===== config.mk =====
export PLATFORM = sky130hd
export DESIGN_NAME = vga_bram_fetch_flat
export DESIGN_NICKNAME = d
export VERILOG_FILES = /design/src/rtl/vga_bram_fetch_pkg.sv /design/src/rtl/vga_bram_fetch_if.sv /design/src/rtl/vga_delay_line.sv /design/src/rtl/vga_bram_fetch.sv /design/src/flat_wrapper.sv
export SDC_FILE = /design/constraint.sdc
export NUM_CORES = 1
export LEC_CHECK = 0
export BUFFER_PORTS_ARGS = -buffer_cell sky130_fd_sc_hd__buf_2
export CORE_MARGIN = 1
export CORE_UTILIZATION = 30
export DETAILED_ROUTE_END_ITERATION = 12
export PLACE_DENSITY = 0.51
export SKIP_CTS_REPAIR_TIMING = 1
export SYNTH_ARGS = -nofsm -noshare
export SYNTH_HDL_FRONTEND = slang
export SYNTH_SLANG_ARGS = --single-unit

===== constraint.sdc =====
create_clock -name VGA_CLK -period 2.5 [get_ports VGA_CLK]
set_clock_uncertainty 0.15 [all_clocks]
set_input_delay 0.125 -clock VGA_CLK [delete_from_list [all_inputs] [get_ports VGA_CLK]]
set_output_delay 0.125 -clock VGA_CLK [all_outputs]
set_load 0.01 [all_outputs]

===== src/rtl/vga_bram_fetch_pkg.sv =====
// Shared widths, default resolution and swap FSM encoding for vga_bram_fetch.
// The vga_params defines live at the top of this file so every later file sees them.
`ifndef VGA_PARAMS_V
`define VGA_PARAMS_V
`define D_WIDTH 8
`define P_WIDTH 10
`define VGA_H_RES 640
`define VGA_V_RES 480
`define VGA_FRAME_WORDS (640*480)
`define VGA_FRAME_WORDS_DBL (320*240)
`endif

package vga_bram_fetch_pkg;
   localparam int D_WIDTH = `D_WIDTH;
   localparam int P_WIDTH = `P_WIDTH;

   typedef enum logic {
      SWAP_IDLE    = 1'b0,
      SWAP_PENDING = 1'b1
   } swap_state_e;
endpackage


===== src/rtl/vga_bram_fetch_if.sv =====
// Block-RAM read port between vga_bram_fetch (master) and the frame buffer (slave).
interface vga_bram_fetch_if
   import vga_bram_fetch_pkg::*;
#(
   parameter int ADDR_WIDTH = 20
);
   logic [ADDR_WIDTH-1:0] bram_addr;
   logic                  bram_en;
   logic [3*D_WIDTH-1:0]  bram_dout;

   modport master (output bram_addr, output bram_en, input bram_dout);
   modport slave  (input bram_addr, input bram_en, output bram_dout);
endinterface


===== src/rtl/vga_delay_line.sv =====
// Shift register of DEPTH stages, WIDTH bits each, with a per-bit reset value.
module vga_delay_line #(
   parameter int               WIDTH   = 1,
   parameter int               DEPTH   = 1,
   parameter logic [WIDTH-1:0] RST_VAL = {WIDTH{1'b0}}
) (
   input  logic             clk,
   input  logic             rst,
   input  logic [WIDTH-1:0] d_i,
   output logic [WIDTH-1:0] q_o
);
   logic [DEPTH-1:0][WIDTH-1:0] stage_q;

   always_ff @(posedge clk or posedge rst) begin
      if (rst) begin
         stage_q <= {DEPTH{RST_VAL}};
      end else begin
         stage_q[0] <= d_i;
         for (int i = 1; i < DEPTH; i++) begin
            stage_q[i] <= stage_q[i-1];
         end
      end
   end

   assign q_o = stage_q[DEPTH-1];
endmodule


===== src/rtl/vga_bram_fetch.sv =====
// Double-buffered BRAM pixel fetch with tear-free page swap at end of frame.
// Optional VGA_PIXEL_DOUBLE_EN: quarter-size buffer, each word shown as a 2x2 block.
module vga_bram_fetch
   import vga_bram_fetch_pkg::*;
#(
   parameter int H_RES      = `VGA_H_RES,
   parameter int V_RES      = `VGA_V_RES,
   parameter int ADDR_WIDTH = 20,
   parameter int BRAM_LAT   = 1
) (
   input  logic               VGA_CLK,
   input  logic               RESET,
   input  logic [P_WIDTH-1:0] X,
   input  logic [P_WIDTH-1:0] Y,
   input  logic               valid,
   input  logic               HS_in,
   input  logic               VS_in,
   vga_bram_fetch_if.master   bram,
   input  logic               swap_req,
   output logic               swap_ack,
   output logic               page,
   output logic [D_WIDTH-1:0] Red,
   output logic [D_WIDTH-1:0] Green,
   output logic [D_WIDTH-1:0] Blue,
   output logic               valid_out,
   output logic               HS_out,
   output logic               VS_out
);
`ifdef VGA_PIXEL_DOUBLE_EN
   localparam int FRAME_WORDS = (H_RES / 2) * (V_RES / 2);
`else
   localparam int FRAME_WORDS = H_RES * V_RES;
`endif
   localparam logic [ADDR_WIDTH-1:0] FRAME_WORDS_A = ADDR_WIDTH'(FRAME_WORDS);
   localparam logic [ADDR_WIDTH-1:0] ADDR_ONE      = {{(ADDR_WIDTH-1){1'b0}}, 1'b1};

   logic                  sof_s, eol_s, eof_s;
   logic [ADDR_WIDTH-1:0] base_s, addr_cur_s, addr_q, addr_d;
   swap_state_e           state_q, state_d;
   logic                  page_q, page_d, ack_q, ack_d;
   logic [3*D_WIDTH-1:0]  rgb_q;
   logic [2:0]            sync_lat_s, sync_out_s;

   assign sof_s = valid && (X == {P_WIDTH{1'b0}}) && (Y == {P_WIDTH{1'b0}});
   assign eol_s = valid && (X == P_WIDTH'(H_RES - 1));
   assign eof_s = eol_s && (Y == P_WIDTH'(V_RES - 1));

   // addr_q holds the address of the next visible pixel; (0,0) overrides it with the page base.
   assign base_s     = page_q ? FRAME_WORDS_A : {ADDR_WIDTH{1'b0}};
   assign addr_cur_s = sof_s ? base_s : addr_q;

`ifdef VGA_PIXEL_DOUBLE_EN
   logic [ADDR_WIDTH-1:0] line_base_q, line_base_d;

   // Even lines replay from line_base; odd lines advance it to the next buffer row.
   always_comb begin
      addr_d      = addr_cur_s;
      line_base_d = sof_s ? base_s : line_base_q;
      if (!valid || eof_s) begin
         addr_d = addr_cur_s;
      end else if (eol_s) begin
         if (!Y[0]) begin
            addr_d = line_base_d;
         end else begin
            addr_d      = addr_cur_s + ADDR_ONE;
            line_base_d = addr_cur_s + ADDR_ONE;
         end
      end else if (X[0]) begin
         addr_d = addr_cur_s + ADDR_ONE;
      end else begin
         addr_d = addr_cur_s;
      end
   end

   always_ff @(posedge VGA_CLK or posedge RESET) begin
      if (RESET) line_base_q <= {ADDR_WIDTH{1'b0}};
      else       line_base_q <= line_base_d;
   end
`else
   always_comb begin
      addr_d = addr_cur_s;
      if (valid && !eof_s) addr_d = addr_cur_s + ADDR_ONE;
      else                 addr_d = addr_cur_s;
   end
`endif

   always_ff @(posedge VGA_CLK or posedge RESET) begin
      if (RESET) addr_q <= {ADDR_WIDTH{1'b0}};
      else       addr_q <= addr_d;
   end

   // One swap held at a time; it lands on the edge after EOF, ahead of the next (0,0).
   always_comb begin
      state_d = state_q;
      page_d  = page_q;
      ack_d   = 1'b0;
      case (state_q)
         SWAP_IDLE: begin
            if (swap_req) state_d = SWAP_PENDING;
            else          state_d = SWAP_IDLE;
         end
         SWAP_PENDING: begin
            if (eof_s) begin
               state_d = SWAP_IDLE;
               page_d  = ~page_q;
               ack_d   = 1'b1;
            end else begin
               state_d = SWAP_PENDING;
            end
         end
         default: state_d = SWAP_IDLE;
      endcase
   end

   always_ff @(posedge VGA_CLK or posedge RESET) begin
      if (RESET) begin
         state_q <= SWAP_IDLE;
         page_q  <= 1'b0;
         ack_q   <= 1'b0;
      end else begin
         state_q <= state_d;
         page_q  <= page_d;
         ack_q   <= ack_d;
      end
   end

   // First BRAM_LAT stages line up with read data; the last stage matches the colour register.
   vga_delay_line #(.WIDTH(3), .DEPTH(BRAM_LAT), .RST_VAL(3'b011)) u_dly_lat (
      .clk (VGA_CLK),
      .rst (RESET),
      .d_i ({valid, HS_in, VS_in}),
      .q_o (sync_lat_s)
   );

   vga_delay_line #(.WIDTH(3), .DEPTH(1), .RST_VAL(3'b011)) u_dly_out (
      .clk (VGA_CLK),
      .rst (RESET),
      .d_i (sync_lat_s),
      .q_o (sync_out_s)
   );

   always_ff @(posedge VGA_CLK or posedge RESET) begin
      if (RESET)              rgb_q <= {(3*D_WIDTH){1'b0}};
      else if (sync_lat_s[2]) rgb_q <= bram.bram_dout;
      else                    rgb_q <= {(3*D_WIDTH){1'b0}};
   end

   assign bram.bram_addr = addr_cur_s;
   assign bram.bram_en   = valid & ~RESET;
   assign swap_ack       = ack_q;
   assign page           = page_q;
   assign {Red, Green, Blue}          = rgb_q;
   assign {valid_out, HS_out, VS_out} = sync_out_s;
endmodule


===== src/flat_wrapper.sv =====
// flat-port wrapper written by rule: the top's interface ports become plain ports
module vga_bram_fetch_flat import vga_bram_fetch_pkg::*;
#(
   parameter int H_RES      = `VGA_H_RES,
   parameter int V_RES      = `VGA_V_RES,
   parameter int ADDR_WIDTH = 20,
   parameter int BRAM_LAT   = 1
)
  (VGA_CLK, RESET, X, Y, valid, HS_in, VS_in, swap_req, swap_ack, page, Red, Green, Blue, valid_out, HS_out, VS_out, bram_bram_addr, bram_bram_en, bram_bram_dout);
  vga_bram_fetch_if #(.ADDR_WIDTH(ADDR_WIDTH)) bram_i ();
  input  logic VGA_CLK;
  input  logic RESET;
  input  logic [P_WIDTH-1:0] X;
  input  logic [P_WIDTH-1:0] Y;
  input  logic valid;
  input  logic HS_in;
  input  logic VS_in;
  input  logic swap_req;
  output logic swap_ack;
  output logic page;
  output logic [D_WIDTH-1:0] Red;
  output logic [D_WIDTH-1:0] Green;
  output logic [D_WIDTH-1:0] Blue;
  output logic valid_out;
  output logic HS_out;
  output logic VS_out;
  output wire logic [$bits(bram_i.bram_addr)-1:0] bram_bram_addr;
  output wire logic [$bits(bram_i.bram_en)-1:0] bram_bram_en;
  input wire logic [$bits(bram_i.bram_dout)-1:0] bram_bram_dout;
  assign bram_bram_addr = bram_i.bram_addr;
  assign bram_bram_en = bram_i.bram_en;
  assign bram_i.bram_dout = bram_bram_dout;
  vga_bram_fetch #(.H_RES(H_RES), .V_RES(V_RES), .ADDR_WIDTH(ADDR_WIDTH), .BRAM_LAT(BRAM_LAT)) u_core (.VGA_CLK(VGA_CLK), .RESET(RESET), .X(X), .Y(Y), .valid(valid), .HS_in(HS_in), .VS_in(VS_in), .bram(bram_i), .swap_req(swap_req), .swap_ack(swap_ack), .page(page), .Red(Red), .Green(Green), .Blue(Blue), .valid_out(valid_out), .HS_out(HS_out), .VS_out(VS_out));
endmodule

# Yosys cells after proc, flatten, opt, wreduce, memory -nomap -nowiden
# Index checks and enable logic that the tools add are counted.
totals:
  reg_bits: 53
  inputBits: 50
  output_inout_bits: 50
  elab_cells: 32
classes:
  addsub: 1
  eq_ne: 2
  muxes: 9
  bitwise_logic: 4
  reduce_logical: 9
op_table:
  columns: ["cell", "count"]
  rows:
  - ["$mux 20", 2]
  - ["$mux 24", 1]
  - ["$add 20x1->20 const B", 1]
  - ["$logic_not 10->1", 2]
  - ["$mux 19", 1]
  - ["$eq 10x10->1 const B", 1]
  - ["$eq 10x9->1 const B", 1]
  - ["$logic_and 1x1->1", 5]
  - ["$mux 1", 4]
  - ["$not 1->1", 3]
  - ["$pmux 1 s2", 1]
  - ["$reduce_and 2->1", 1]
  - ["$and 1x1->1", 1]
  - ["$logic_not 1->1", 1]

# Logic depth before layout (Yosys ltp)
logic_depth:
  depth_word: 6
  mapped_depth: 11
  ltp_nobuf: 9

# By module
# Synthesis repeated with hierarchy kept, for this count alone.
hier_totals:
  cells_unflattened: 221
  hier_area_um2: 2366.0
by_module_without_submodules:
  columns: ["mod", "n_inst", "cells_per_inst", "area_per_inst_um2", "seq_area_each_um2"]
  rows:
  - ["vga_bram_fetch", 1, 213, 2203.4, 1176.1]
  - ["vga_delay_line", 2, 4, 81.3, 77.6]

# Least setup slack after synthesis
# Ideal clock, no wire load.
synth_path:
  path_type: "input-to-reg"
  start: "in X[8]"
  end: "reg u_core.addr_q[10]"
  setup_ns: 0.125
  arrival_time_ns: 2.101
  t_required_ns: 2.225
  setup_slack_ns: 0.125
  path_stages: 9
  path_buffers: 2
  cell_sequence: "or4b_4 or2_4 nor2_8 buf_6 nor2b_1 ha_1 buf_1 nand4_1 mux2_2"
synth_between:
  elab_chain_len: 6
  elab_cells_between_ends: 11
  classes_between: "add/sub: 1; eq/ne: 1; mux: 2; reduce/logical: 7"
synth_rtl:
  columns: ["item", "line_no", "rtl"]
  rows:
  - ["from (decl)", "flat_wrapper.sv:13", "input logic [P_WIDTH-1:0] X;"]
  - ["$logic_not 10->1", "vga_bram_fetch.sv:44", "assign sof_s = valid && (X == {P_WIDTH{1'b0}}) && (Y == {P_WIDTH{1'b0}});"]
  - ["$logic_and 1x1->1 (2 in series)", "vga_bram_fetch.sv:44", null]
  - ["$mux 20", "vga_bram_fetch.sv:50", "assign addr_cur_s = sof_s ? base_s : addr_q;"]
  - ["via bram_bram_addr[0]", "flat_wrapper.sv:27", "output wire logic [$bits(bram_i.bram_addr)-1:0] bram_bram_addr;"]
  - ["$add 20x1->20", "vga_bram_fetch.sv:82", "if (valid && !eof_s) addr_d = addr_cur_s + ADDR_ONE;"]
  - ["$mux 20", "vga_bram_fetch.sv:82", null]
  - ["via u_core.addr_d[10]", "vga_bram_fetch.sv:38", "logic [ADDR_WIDTH-1:0] base_s, addr_cur_s, addr_q, addr_d;"]
  - ["to (signal assigned)", "vga_bram_fetch.sv:88", "if (RESET) addr_q <= {ADDR_WIDTH{1'b0}};"]
  - ["to (signal assigned)", "vga_bram_fetch.sv:89", "else addr_q <= addr_d;"]
  - ["to (decl)", "vga_bram_fetch.sv:38", null]
# The timed path passes the listed nets, and every way through them passes these cells.
# A chain may end at the register's enable or synchronous reset.

# Worst setup path after layout
layout_path:
  start: "in X[8]"
  end: "out bram_bram_addr[18]"
layout_between:
  elab_chain_len: 4
layout_rtl:
  columns: ["item", "line_no"]
  rows:
  - ["$logic_not 10->1", "vga_bram_fetch.sv:44"]
  - ["$logic_and 1x1->1 (2 in series)", "vga_bram_fetch.sv:44"]
  - ["$mux 20", "vga_bram_fetch.sv:50"]
  - ["to (decl)", "flat_wrapper.sv:27"]
# No other way between the ends.

==> qor.yml <==
outcome:
  outcome: "completed"
synthesis:
  avgSynthCellArea_um2: 11.3
  netlist_instances: 208
  synth-seq-area-share_pct: 56.4
  synth_area_um2: 2360
  ys_types: 33
  yosys_warnings: 0
  syn_nets: 259
  async_flop_share_pct: 100
  ys.flop_type: "dfrtp_1"
  synth_edf_count: 0
  ys_seq_elements: 53
power:
  netSwitchingFraction_pct: 29.5
  vdd_drop_max_mv: 0.304
  intPower_w: 0.00137
  pwr-share-comb_pct: 23.8
  power_w: 0.00194
  p_per_area_nw_per_um2: 579
  p_sw_w: 0.000574
  pwr-share-seq_pct: 51.6
  total_leakage_power_nw: 1.69
  p_clk_share_pct: 24.6
die:
  fp.coreArea_um2: 7410
  start_util_pct: 31.9
  die_w_um: 90.7
  num_rows: 31
  ios: 100
  die_area_um2: 8220
  die_height_um: 90.7
worst_setup_path:
  worst-r2r-setup-slack_ps: 420
  arrival_ps: 1920
  worst_ep_required_time_ps: 2230
  cp_max_fo: 33
  startpoint_type: "primary input"
  cp-endpoint: "bram_bram_addr[18]"
  r2r_start: "u_core.addr_q[0]$_DFF_PP0_"
  r2r-end: "u_core.addr_q[14]$_DFF_PP0_"
  r2r_cells: 6
  critPathCaptureType: "output pin"
  worstSetupPathType: "primary input to output pin"
  critPathLaunch: "X[8]"
cts:
  cts_tree: "built"
  cts_max_level: 2
  path_clk_slew_ps: 100
  insertion_delay_ps: 300
  clkSinkCount: 53
  cts_buffers: 5
  max-clock-path-buffers: 2
  cts-root-buf: "clkbuf_8"
sta:
  finalCritPeriodShare_pct: 87.7
  grt_setup_unrepaired: "no"
  fmax_ghz: 0.456
  whs_ps: 194
  setup_tns_ps: 0
  finalCriticalPeriod_ps: 2190
  max_slew_margin_pct: 48.3
  timing.final.ws_setup_ps: 308
  hold_viol: 0
  max_slew.worst_pin.slew_ps: 774
  finalSetupViolations: 0
  maxSlewViolCount: 0
layout:
  final_cell_mix: "buf_2, dfrtp_1, dlygate4sd3_1, and2_1, nor2_1"
  n_antenna_cell: 0
  drive_gt1_share_pct: 38.4
  nets: 391
  final_util_pct: 45.3
  final_common_cell: "buf_2"
  fill_cells: 716
  area_growth_syn_to_layout_pct: 42.3
global_routing:
  grt_pass1_wl_um: 9040
  antenna_found_initial: 0
  grt_max_degree: 38
  first_global_vias: 1933
  grtUsageTotal_pct: 13.6
  gr-total-overflow: 0
route:
  wirelength_um: 5770
  drt_pass1_iterations: 4
  drc: 0
  wl_per_cell_um: 13.1
  vias_per_cell: 4.46
  via_count: 1961
  ant_nets: 0
  drt_iter0_drc: 40
placed_design:
  port_buffers: 99
  dp_hpwl_um: 3960
  pre_cts_ws_ps: 156
  gp_congestion: 0.791
job:
  maxCapViolations: 0
min_path:
  min_path_type: "primary input to register"
  hold_start: "X[7]"
==> cell type report <==
class / instances / area [um2] / area share, %
sequential: 53 / 1330 / 39.6
tap: 99 / 124 / 3.69
multi-input combinational: 142 / 957 / 28.5
inverter: 4 / 15.0 / 0.447
clock buffer: 6 / 72.6 / 2.16
clock inverter: 2 / 15.0 / 0.447
timing repair buffer: 134 / 843 / 25.1
==> through the flow <==
stage	std cells	area [um2]
global placement	403	2980
global route	440	3360
CTS	411	3070
floorplan	208	2360
finish	440	3360
detailed placement	403	2980
==> cell families (layout without fill, tap and decap cells) <==
logic type / Yosys count / in the layout / synth area share [%]
and+or+nand+nor: 102 / 102 / 26.0
DFF: 53 / 53 / 56.4
AOI/OAI and AO/OA: 18 / 18 / 5.20
xor gates and xnor gates: 13 / 13 / 4.83
buffers and inverters: 13 / 146 / 3.02
muxes: 8 / 8 / 3.98
adders and majority gates: 1 / 1 / 0.530
==> worst max-delay path, stage by stage <==
cell and delay (ps):
buf_2 100, or4b_4 550, or2_4 290, nor2_8 120, buf_4 350, a21boi_1 180, inv_1 70, buf_2 120
==> state kept, by name, indices dropped and copies added (netlist names) <==
name / count
u_core.rgb_q: 24
u_core.addr_q: 20
u_core.u_dly_out.q_o: 3
u_core.state_q: 1
u_core.page: 1
u_core.u_dly_lat.q_o: 3
u_core.swap_ack: 1
==> worst min path at each step <==
stage | endpoint | slack [ps] | cells after the start
floorplan | u_core.u_dly_lat.q_o[0]$_DFF_PP1_ | -20 | 0
global placement | u_core.u_dly_lat.q_o[0]$_DFF_PP1_ | 80 | 1
detailed placement | u_core.u_dly_lat.q_o[1]$_DFF_PP1_ | 80 | 1
CTS | u_core.u_dly_lat.q_o[1]$_DFF_PP1_ | -250 | 1
global route | u_core.swap_ack$_DFF_PP0_ | 210 | 5
finish | u_core.page$_DFFE_PP0P_ | 190 | 5
==> cell usage after synthesis, types with 2 or more instances <==
| cell | count | share of area [%] |
|---|---|---|
| and2_1 | 25 | 6.6 |
| nor2_1 | 17 | 2.7 |
| o21ai_1 | 3 | 0.64 |
| nand4_1 | 12 | 3.2 |
| nand3_1 | 8 | 1.7 |
| inv_1 | 4 | 0.64 |
| a2111oi_0 | 3 | 1.1 |
| nor2b_1 | 16 | 4.2 |
| a211oi_1 | 6 | 1.9 |
| nand2_1 | 7 | 1.1 |
| xnor2_1 | 11 | 4.1 |
| and4_1 | 2 | 0.74 |
| dfrtp_1 | 49 | 52 |
| and3_1 | 5 | 1.3 |
| dfstp_2 | 4 | 4.5 |
| clkbuf_1 | 4 | 0.64 |
| o21ai_0 | 4 | 0.85 |
| nor4_1 | 4 | 1.1 |
| xor2_1 | 2 | 0.74 |
| buf_4 | 2 | 0.64 |
| mux2_2 | 7 | 3.3 |
| buf_6 | 2 | 0.95 |
==> power groups by stage <==
stage          Sequential [W]  Combinational, W  Clock [W]
6_report              0.00100          0.000462   0.000477
5_1_grt               0.00102          0.000515   0.000533
4_1_cts               0.00100          0.000435   0.000498
3_5_place_dp          0.00102          0.000434          0
3_3_place_gp          0.00102          0.000435          0
2_1_floorplan         0.00101          0.000252          0
==> metal layers <==
layer,wire length (um),track usage (%)
met1,2710,18.6
met3,506,5.05
met5,0,0
met2,2530,20.0
met4,27,4.03
(Power assumes the default switching activity.)
